[config.mk]
export PLATFORM = sky130hd
export DESIGN_NAME = multicycle_controller_flat
export DESIGN_NICKNAME = d
export VERILOG_FILES = /design/src/rtl/ctrl_pkg.sv /design/src/rtl/multicycle_controller_if.sv /design/src/rtl/alu_decoder.sv /design/src/rtl/multicycle_controller.sv /design/src/flat_wrapper.sv
export SDC_FILE = /design/constraint.sdc
export NUM_CORES = 1
export LEC_CHECK = 0
export ABC_AREA = 1
export CORE_MARGIN = 2
export CORE_UTILIZATION = 33
export CTS_BUF_LIST = sky130_fd_sc_hd__clkbuf_4
export DETAILED_ROUTE_END_ITERATION = 7
export DONT_BUFFER_PORTS = 1
export HOLD_SLACK_MARGIN = 0.03
export SLEW_MARGIN = 20
export SYNTH_ARGS = -nofsm -noshare
export SYNTH_HDL_FRONTEND = slang
export SYNTH_SLANG_ARGS = --single-unit
[constraint.sdc]
create_clock -name clk -period 1.6 [get_ports clk]
set_input_delay 0.48 -clock clk [delete_from_list [all_inputs] [get_ports clk]]
set_output_delay 0.48 -clock clk [all_outputs]
set_load 0.01 [all_outputs]
[src/rtl/ctrl_pkg.sv]
// ctrl_pkg: shared types and constants for the multi-cycle RV32 control FSM.
//   alu_op_e  - ALU operation select driven to the datapath
//   state_e   - controller FSM states
//   OPC_*     - supported major opcodes (R, I-alu, load, store)
package ctrl_pkg;

    typedef enum logic [3:0] {
        ALU_ADD  = 4'd0,
        ALU_SUB  = 4'd1,
        ALU_SLL  = 4'd2,
        ALU_SLT  = 4'd3,
        ALU_SLTU = 4'd4,
        ALU_XOR  = 4'd5,
        ALU_SRL  = 4'd6,
        ALU_SRA  = 4'd7,
        ALU_OR   = 4'd8,
        ALU_AND  = 4'd9
    } alu_op_e;

    typedef enum logic [2:0] {
        FETCH,
        DECODE,
        EXECUTE,
        MEM,
        WB,
        HALT
    } state_e;

    localparam logic [6:0] OPC_R     = 7'b0110011;
    localparam logic [6:0] OPC_IALU  = 7'b0010011;
    localparam logic [6:0] OPC_LOAD  = 7'b0000011;
    localparam logic [6:0] OPC_STORE = 7'b0100011;

    // func7 pattern that turns add into sub and srl into sra
    localparam logic [6:0] FUNC7_ALT = 7'b0100000;

    function automatic logic opcode_supported(input logic [6:0] opcode);
        return (opcode == OPC_R) || (opcode == OPC_IALU) ||
               (opcode == OPC_LOAD) || (opcode == OPC_STORE);
    endfunction

endpackage

[src/rtl/multicycle_controller_if.sv]
// multicycle_controller_if: instruction/data memory handshake bundle.
//   imem_req/imem_ack/imem_rdata - instruction fetch handshake
//   dmem_req/dmem_ack            - data access handshake
//   dmem_read_en/dmem_write_en   - access direction (load / store)
// master = controller side, slave = memory side.
interface multicycle_controller_if #(
    parameter int INSTR_WIDTH = 32
) ();
    logic [INSTR_WIDTH-1:0] imem_rdata;
    logic                   imem_req;
    logic                   imem_ack;
    logic                   dmem_req;
    logic                   dmem_ack;
    logic                   dmem_read_en;
    logic                   dmem_write_en;

    modport master (
        output imem_req, dmem_req, dmem_read_en, dmem_write_en,
        input  imem_rdata, imem_ack, dmem_ack
    );

    modport slave (
        input  imem_req, dmem_req, dmem_read_en, dmem_write_en,
        output imem_rdata, imem_ack, dmem_ack
    );
endinterface

[src/rtl/alu_decoder.sv]
// alu_decoder: combinational opcode/func3/func7 -> ALU operation.
//   opcode (7) - instruction major opcode
//   func3  (3) - instruction func3 field
//   func7  (7) - instruction func7 field (imm[11:5] for I-alu)
//   alu_op     - decoded operation; add for loads, stores and unknown opcodes
module alu_decoder
    import ctrl_pkg::*;
(
    input  logic [6:0] opcode,
    input  logic [2:0] func3,
    input  logic [6:0] func7,
    output alu_op_e    alu_op
);

    logic is_r;

    assign is_r = (opcode == OPC_R);

    always_comb begin
        alu_op = ALU_ADD;
        if (is_r || (opcode == OPC_IALU)) begin
            case (func3)
                // there is no subi: the I-alu func7 bits are immediate data here
                3'b000: alu_op = (is_r && (func7 == FUNC7_ALT)) ? ALU_SUB : ALU_ADD;
                3'b001: alu_op = ALU_SLL;
                3'b010: alu_op = ALU_SLT;
                3'b011: alu_op = ALU_SLTU;
                3'b100: alu_op = ALU_XOR;
                // srli/srai share func3 with srl/sra and are split by func7
                3'b101: alu_op = (func7 == FUNC7_ALT) ? ALU_SRA : ALU_SRL;
                3'b110: alu_op = ALU_OR;
                3'b111: alu_op = ALU_AND;
                default: alu_op = ALU_ADD;
            endcase
        end
    end

endmodule

[src/rtl/multicycle_controller.sv]
// multicycle_controller: multi-cycle RV32 control FSM
// (FETCH -> DECODE -> EXECUTE -> [MEM] -> [WB]).
//   clk, rst_n            - clock (rising edge), async active-low reset
//   mem (master)          - imem/dmem request/ack handshakes, dmem direction
//   alu_op                - ALU operation, valid from EXECUTE to end of MEM/WB
//   sel_bw_imm_rs2        - 1 = immediate operand, 0 = rs2
//   wr_back_sel           - 0 = memory data, 1 = ALU result
//   regfile_write_enable  - register write strobe (suppressed for rd = x0)
//   pc_write              - PC <= PC+4 strobe
//   illegal_instr         - one-cycle pulse on an unsupported opcode
//   instret               - retired-instruction counter (wraps)
//   mem_timeout           - sticky memory timeout flag
// Optional feature macro: MULTICYCLE_CTRL_TIMEOUT_EN (memory wait timeout
// with a HALT state). Without it mem_timeout is 0 and waits are unbounded.
module multicycle_controller
    import ctrl_pkg::*;
#(
    parameter int INSTR_WIDTH    = 32,
    parameter int ALU_OP_WIDTH   = 4,
    parameter int CNT_WIDTH      = 32,
    parameter int TIMEOUT_CYCLES = 16
) (
    input  logic                     clk,
    input  logic                     rst_n,
    multicycle_controller_if.master  mem,
    output logic [ALU_OP_WIDTH-1:0]  alu_op,
    output logic                     sel_bw_imm_rs2,
    output logic                     wr_back_sel,
    output logic                     regfile_write_enable,
    output logic                     pc_write,
    output logic                     illegal_instr,
    output logic [CNT_WIDTH-1:0]     instret,
    output logic                     mem_timeout
);

    state_e                 state;
    state_e                 state_next;
    logic [INSTR_WIDTH-1:0] ir;
    logic [CNT_WIDTH-1:0]   instret_q;

    logic [6:0] opcode;
    logic [2:0] func3;
    logic [6:0] func7;
    logic [4:0] rd;
    logic       is_load;
    logic       is_store;
    logic       uses_imm;
    alu_op_e    dec_op;

    logic       imem_req_c;
    logic       dmem_req_c;
    logic       dmem_read_c;
    logic       dmem_write_c;
    alu_op_e    alu_op_c;
    logic       retire;
    logic       timeout_hit;

    assign opcode   = ir[6:0];
    assign rd       = ir[11:7];
    assign func3    = ir[14:12];
    assign func7    = ir[31:25];
    assign is_load  = (opcode == OPC_LOAD);
    assign is_store = (opcode == OPC_STORE);
    assign uses_imm = (opcode == OPC_IALU) || is_load || is_store;

    // Operand/immediate fields are consumed by the datapath, not the controller.
    logic unused_ir_fields;
    assign unused_ir_fields = ^ir[24:15];

    alu_decoder u_alu_decoder (
        .opcode (opcode),
        .func3  (func3),
        .func7  (func7),
        .alu_op (dec_op)
    );

`ifdef MULTICYCLE_CTRL_TIMEOUT_EN
    localparam int WAIT_W = $clog2(TIMEOUT_CYCLES + 1);

    logic [WAIT_W-1:0] wait_cnt;
    logic              waiting;
    logic              timeout_q;

    // Derived from state rather than the request outputs to keep the
    // next-state logic free of a combinational loop.
    assign waiting     = ((state == FETCH) && !mem.imem_ack) ||
                         ((state == MEM)   && !mem.dmem_ack);
    assign timeout_hit = waiting && (wait_cnt == WAIT_W'(TIMEOUT_CYCLES - 1));

    always_ff @(posedge clk or negedge rst_n) begin
        if (!rst_n) begin
            wait_cnt  <= '0;
            timeout_q <= 1'b0;
        end else begin
            // any state change is an entry into a new wait window
            if (state_next != state) begin
                wait_cnt <= '0;
            end else if (waiting) begin
                wait_cnt <= wait_cnt + 1'b1;
            end
            if (timeout_hit) begin
                timeout_q <= 1'b1;
            end
        end
    end

    assign mem_timeout = timeout_q;
`else
    localparam int unused_timeout_cycles = TIMEOUT_CYCLES;

    assign timeout_hit = 1'b0;
    assign mem_timeout = 1'b0;
`endif

    always_ff @(posedge clk or negedge rst_n) begin
        if (!rst_n) begin
            state     <= FETCH;
            ir        <= '0;
            instret_q <= '0;
        end else begin
            state <= state_next;
            if ((state == FETCH) && mem.imem_ack) begin
                ir <= mem.imem_rdata;
            end
            if (retire) begin
                instret_q <= instret_q + 1'b1;
            end
        end
    end

    always_comb begin
        state_next           = state;
        imem_req_c           = 1'b0;
        dmem_req_c           = 1'b0;
        dmem_read_c          = 1'b0;
        dmem_write_c         = 1'b0;
        alu_op_c             = ALU_ADD;
        sel_bw_imm_rs2       = 1'b0;
        wr_back_sel          = 1'b1;
        regfile_write_enable = 1'b0;
        pc_write             = 1'b0;
        illegal_instr        = 1'b0;
        retire               = 1'b0;

        case (state)
            FETCH: begin
                imem_req_c = 1'b1;
                if (mem.imem_ack) begin
                    state_next = DECODE;
                end
            end
            DECODE: begin
                if (!opcode_supported(opcode)) begin
                    // skip the instruction without retiring it
                    illegal_instr = 1'b1;
                    pc_write      = 1'b1;
                    state_next    = FETCH;
                end else begin
                    state_next = EXECUTE;
                end
            end
            EXECUTE: begin
                alu_op_c       = dec_op;
                sel_bw_imm_rs2 = uses_imm;
                state_next     = (is_load || is_store) ? MEM : WB;
            end
            MEM: begin
                alu_op_c       = dec_op;
                sel_bw_imm_rs2 = 1'b1;
                dmem_req_c     = 1'b1;
                dmem_read_c    = is_load;
                dmem_write_c   = is_store;
                if (mem.dmem_ack) begin
                    if (is_store) begin
                        pc_write   = 1'b1;
                        retire     = 1'b1;
                        state_next = FETCH;
                    end else begin
                        state_next = WB;
                    end
                end
            end
            WB: begin
                alu_op_c             = dec_op;
                sel_bw_imm_rs2       = uses_imm;
                wr_back_sel          = !is_load;
                regfile_write_enable = (rd != 5'd0);
                pc_write             = 1'b1;
                retire               = 1'b1;
                state_next           = FETCH;
            end
`ifdef MULTICYCLE_CTRL_TIMEOUT_EN
            HALT: begin
                state_next = HALT;
            end
`endif
            default: begin
                state_next = FETCH;
            end
        endcase

        if (timeout_hit) begin
            state_next = HALT;
        end
    end

    // FETCH is the reset state; keep the fetch request low while reset is held.
    assign mem.imem_req      = imem_req_c && rst_n;
    assign mem.dmem_req      = dmem_req_c;
    assign mem.dmem_read_en  = dmem_read_c;
    assign mem.dmem_write_en = dmem_write_c;
    assign alu_op            = ALU_OP_WIDTH'(alu_op_c);
    assign instret           = instret_q;

endmodule

[src/flat_wrapper.sv]
// flat-port wrapper written by rule: the top's interface ports become plain ports
module multicycle_controller_flat import ctrl_pkg::*;
#(
    parameter int INSTR_WIDTH    = 32,
    parameter int ALU_OP_WIDTH   = 4,
    parameter int CNT_WIDTH      = 32,
    parameter int TIMEOUT_CYCLES = 16
)
  (clk, rst_n, alu_op, sel_bw_imm_rs2, wr_back_sel, regfile_write_enable, pc_write, illegal_instr, instret, mem_timeout, mem_imem_req, mem_dmem_req, mem_dmem_read_en, mem_dmem_write_en, mem_imem_rdata, mem_imem_ack, mem_dmem_ack);
  multicycle_controller_if #(.INSTR_WIDTH(INSTR_WIDTH)) mem_i ();
  input  logic clk;
  input  logic rst_n;
  output logic [ALU_OP_WIDTH-1:0] alu_op;
  output logic sel_bw_imm_rs2;
  output logic wr_back_sel;
  output logic regfile_write_enable;
  output logic pc_write;
  output logic illegal_instr;
  output logic [CNT_WIDTH-1:0] instret;
  output logic mem_timeout;
  output wire logic [$bits(mem_i.imem_req)-1:0] mem_imem_req;
  output wire logic [$bits(mem_i.dmem_req)-1:0] mem_dmem_req;
  output wire logic [$bits(mem_i.dmem_read_en)-1:0] mem_dmem_read_en;
  output wire logic [$bits(mem_i.dmem_write_en)-1:0] mem_dmem_write_en;
  input wire logic [$bits(mem_i.imem_rdata)-1:0] mem_imem_rdata;
  input wire logic [$bits(mem_i.imem_ack)-1:0] mem_imem_ack;
  input wire logic [$bits(mem_i.dmem_ack)-1:0] mem_dmem_ack;
  assign mem_imem_req = mem_i.imem_req;
  assign mem_dmem_req = mem_i.dmem_req;
  assign mem_dmem_read_en = mem_i.dmem_read_en;
  assign mem_dmem_write_en = mem_i.dmem_write_en;
  assign mem_i.imem_rdata = mem_imem_rdata;
  assign mem_i.imem_ack = mem_imem_ack;
  assign mem_i.dmem_ack = mem_dmem_ack;
  multicycle_controller #(.INSTR_WIDTH(INSTR_WIDTH), .ALU_OP_WIDTH(ALU_OP_WIDTH), .CNT_WIDTH(CNT_WIDTH), .TIMEOUT_CYCLES(TIMEOUT_CYCLES)) u_core (.clk(clk), .rst_n(rst_n), .mem(mem_i), .alu_op(alu_op), .sel_bw_imm_rs2(sel_bw_imm_rs2), .wr_back_sel(wr_back_sel), .regfile_write_enable(regfile_write_enable), .pc_write(pc_write), .illegal_instr(illegal_instr), .instret(instret), .mem_timeout(mem_timeout));
endmodule
==> flow_metrics.py <==
metrics = {
    "setup_path": {
        "cp_slowest_stage_delay_ns": 0.42,
        "critPathSlowestCell": "dfrtp_1",
        "start_kind": "flip-flop",
        "path_common_cell": "nand2_1",
        "cp-end-kind": "output pin",
        "path_cells": "nor2_2 -> nand2_1 -> nand2_1 -> nand4_1 -> inv_1 -> nand2_1 -> nor2_2",
        "crit_fanout": 4,
        "arrival_ns": 1.65,
        "crit_type": "flip-flop to output pin",
        "cp.required_ns": 1.12,
    },
    "power_and_ir_drop": {
        "irDropWorstVdd_mv": 0.899,
        "power_density_nw_per_um2": 1140,
        "p_leak_nw": 2.07,
    },
    "route": {
        "post_drt_wl_per_cell_um": 14.2,
        "vias": 3261,
        "postRouteAntennaNets": 0,
        "drc": 0,
        "viasPerCell": 4.75,
        "drt_wl_total_um": 9740,
        "drt_iter0_drc": 120,
        "drt-pass1-iter-count": 4,
    },
    "finish": {
        "final_cell_mix": "nand2_1, dfrtp_1, inv_1",
        "final_common_cell": "nand2_1",
        "drive_above_1_share": 0.258,
        "n_antenna_cell": 0,
        "area_delta_synth_final_pct": 31.2,
        "num-nets-final": 582,
    },
    "grt": {
        "grt_pass1_vias": 2955,
        "grt_overflow_total": 0,
        "grt_pass1_wl_um": 14300,
        "grt_max_degree": 59,
        "grtUsageTotal": 0.163,
        "grt_antenna_before_repair": 0,
    },
    "clock_tree": {
        "numCtsBuffers": 9,
        "tritoncts": "built",
        "insertion_delay_ns": 0.42,
        "cts_root_buf": "clkbuf_4",
        "clkTransAtPathRegs_ns": 0.12,
        "ctsLongestPathBuffers": 2,
        "clock_sinks": 57,
        "h-tree-depth": 3,
    },
    "timing": {
        "rsz0062_at_grt": "true",
        "finClkSkew_ns": 0.0135,
        "fmax_ghz": 0.469,
        "holdWs_ns": -0.265,
        "setup_violations": 21,
        "slew_viol_final": 0,
        "hold_violations": 57,
        "worst_slack_ns": -0.531,
        "setup_tns_ns": -6.08,
        "period_minus_slack_ns": 2.13,
        "fin_crit_sh": 1.33,
    },
    "floorplanning": {
        "dieArea_um2": 11200,
        "ioPinCount": 82,
        "core_um2": 10200,
        "initial_utilization": 0.335,
        "chipHeight_um": 106,
        "rows": 37,
        "fp.dieW_um": 106,
    },
    "placement": {
        "io_buffers": 0,
        "dp_slack_ns": -0.111,
        "finalWeightedCongestion": 0.907,
        "place_hpwl_um": 6300,
    },
    "synth": {
        "yosysTopAreaCellShare": 0.418,
        "seq_area_frac_synth": 0.418,
        "synth_nets": 520,
        "ys_async_sr_fraction": 1.00,
        "ys_types": 33,
        "syn_area_um2": 3410,
        "netlist_top_cells_area": "dfrtp_1, nand2_1, nor2_1, inv_1, o21ai_0",
        "avgSynthCellArea_um2": 7.06,
        "synth_top_flop_cell": "dfrtp_1",
        "yosys_warnings": 0,
        "synth-seq-cells": 57,
        "synth_cells": 483,
        "synth_top_area_cell": "dfrtp_1",
        "synth_edf_count": 0,
    },
    "min_path": {
        "min_path_type": "input pin to asynchronous set/reset pin",
    },
    "status": {
        "status": "finished, violations left",
        "violations": "hold timing, setup timing",
    },
    "run": {
        "max_cap_violations": 0,
    },
}
-- sequential cells by signal (all words and copies together), names as in the netlist --
register / cells
u_core.state: 3
u_core.ir: 22
u_core.instret: 32
-- report_power, final --
part	leakage (nW)	switching [mW]	total, mW	internal (mW)
Sequential	0.744	0.209	1.97	1.76
Clock	0.0921	0.612	1.40	0.789
Combinational	1.23	0.919	1.72	0.803
Total	2.07	1.74	5.09	3.35
-- cells by family (layout without fill, tap and decap cells) --
| group | Yosys count | count (layout) | share of synthesized area |
|---|---|---|---|
| adders and majority gates | 1 | 1 | 0.00367 |
| xor gates and xnor gates | 12 | 12 | 0.0330 |
| other | 1 | 1 | 0.00110 |
| muxes | 4 | 4 | 0.0132 |
| AOI/OAI and AO/OA | 38 | 38 | 0.0579 |
| and+or+nand+nor | 301 | 301 | 0.381 |
| buffers and inverters | 69 | 136 | 0.0924 |
| DFF | 57 | 57 | 0.418 |
-- per-layer routing --
| metal | vias up | global-route usage | routed length, um |
|---|---|---|---|
| li1 | 1622 | - | - |
| met1 | 1505 | 0.192 | 4050 |
| met2 | 117 | 0.276 | 4770 |
| met3 | 17 | 0.0618 | 726 |
| met4 | 0 | 0.0461 | 190 |
| met5 | - | 0 | 0 |
-- worst max-delay path, delay by kind of cell, from the launching register on --
| kind | cells | cell delay, ns |
|---|---|---|
| and+or+nand+nor | 6 | 0.71 |
| DFF | 1 | 0.42 |
| buffers and inverters | 1 | 0.10 |
-- cells in the mapped netlist, types with 2 or more instances --
cell / count
buf_6: 3
a21oi_1: 3
nor2_4: 5
buf_8: 2
buf_4: 2
buf_2: 3
nand3b_1: 5
nand2_4: 2
a31oi_1: 2
nand2_2: 4
nor3_1: 7
xor2_1: 10
o21ai_0: 28
nor2_2: 9
nand2_1: 186
nand3_1: 22
o21ai_1: 3
nand4_1: 3
inv_2: 5
dfrtp_1: 57
mux2_2: 3
inv_1: 53
nor2_1: 54
nand3_2: 3
-- layout make-up --
cell class	count	area [um^2]
fillers	1024	5710
multi-input cells	357	1800
flip-flops and latches	57	1430
repair buffers	62	667
inverters	58	220
well taps	136	170
clock inverters	7	119
clock buffers	9	67.6
-- path summary, 6_finish.rpt --
check                                       startpoint                        endpoint  slack, ns  depth (start not counted)
setup / recovery           u_core.state[1]$_DFFE_PN0P_                       alu_op[0]      -0.53                          7
hold / removal                                   rst_n        u_core.ir[7]$_DFFE_PN0P_      -0.27                          0
setup reg to reg           u_core.state[1]$_DFFE_PN0P_        u_core.ir[2]$_DFFE_PN0P_      -0.10                          8
hold reg to reg              u_core.ir[11]$_DFFE_PN0P_       u_core.ir[11]$_DFFE_PN0P_       0.53                          1
max in group asynchronous                        rst_n  u_core.instret[11]$_DFFE_PN0P_       1.75                          0
min in group clk                    mem_imem_rdata[10]       u_core.ir[10]$_DFFE_PN0P_       0.16                          2
-- timing repair --
action | CTS | global route
setup buffers | 6 | 13
setup endpoints to repair | 16 | 57
cloned | 0 | 9
resized for setup | 19 | 51
pin swaps | 7 | 7
hold endpoints to repair | 57 | 57
-- through the flow --
stage	area [um^2]	utilization	power, mW	std cells
floorplan	3420	-	2.76	483
global placement	3780	0.371	3.05	643
detailed placement	3780	0.371	3.09	643
CTS	4060	0.399	4.62	664
global route	4480	0.439	5.36	686
finish	4480	0.439	5.09	686
No activity file was read; power rests on OpenSTA's default activity.
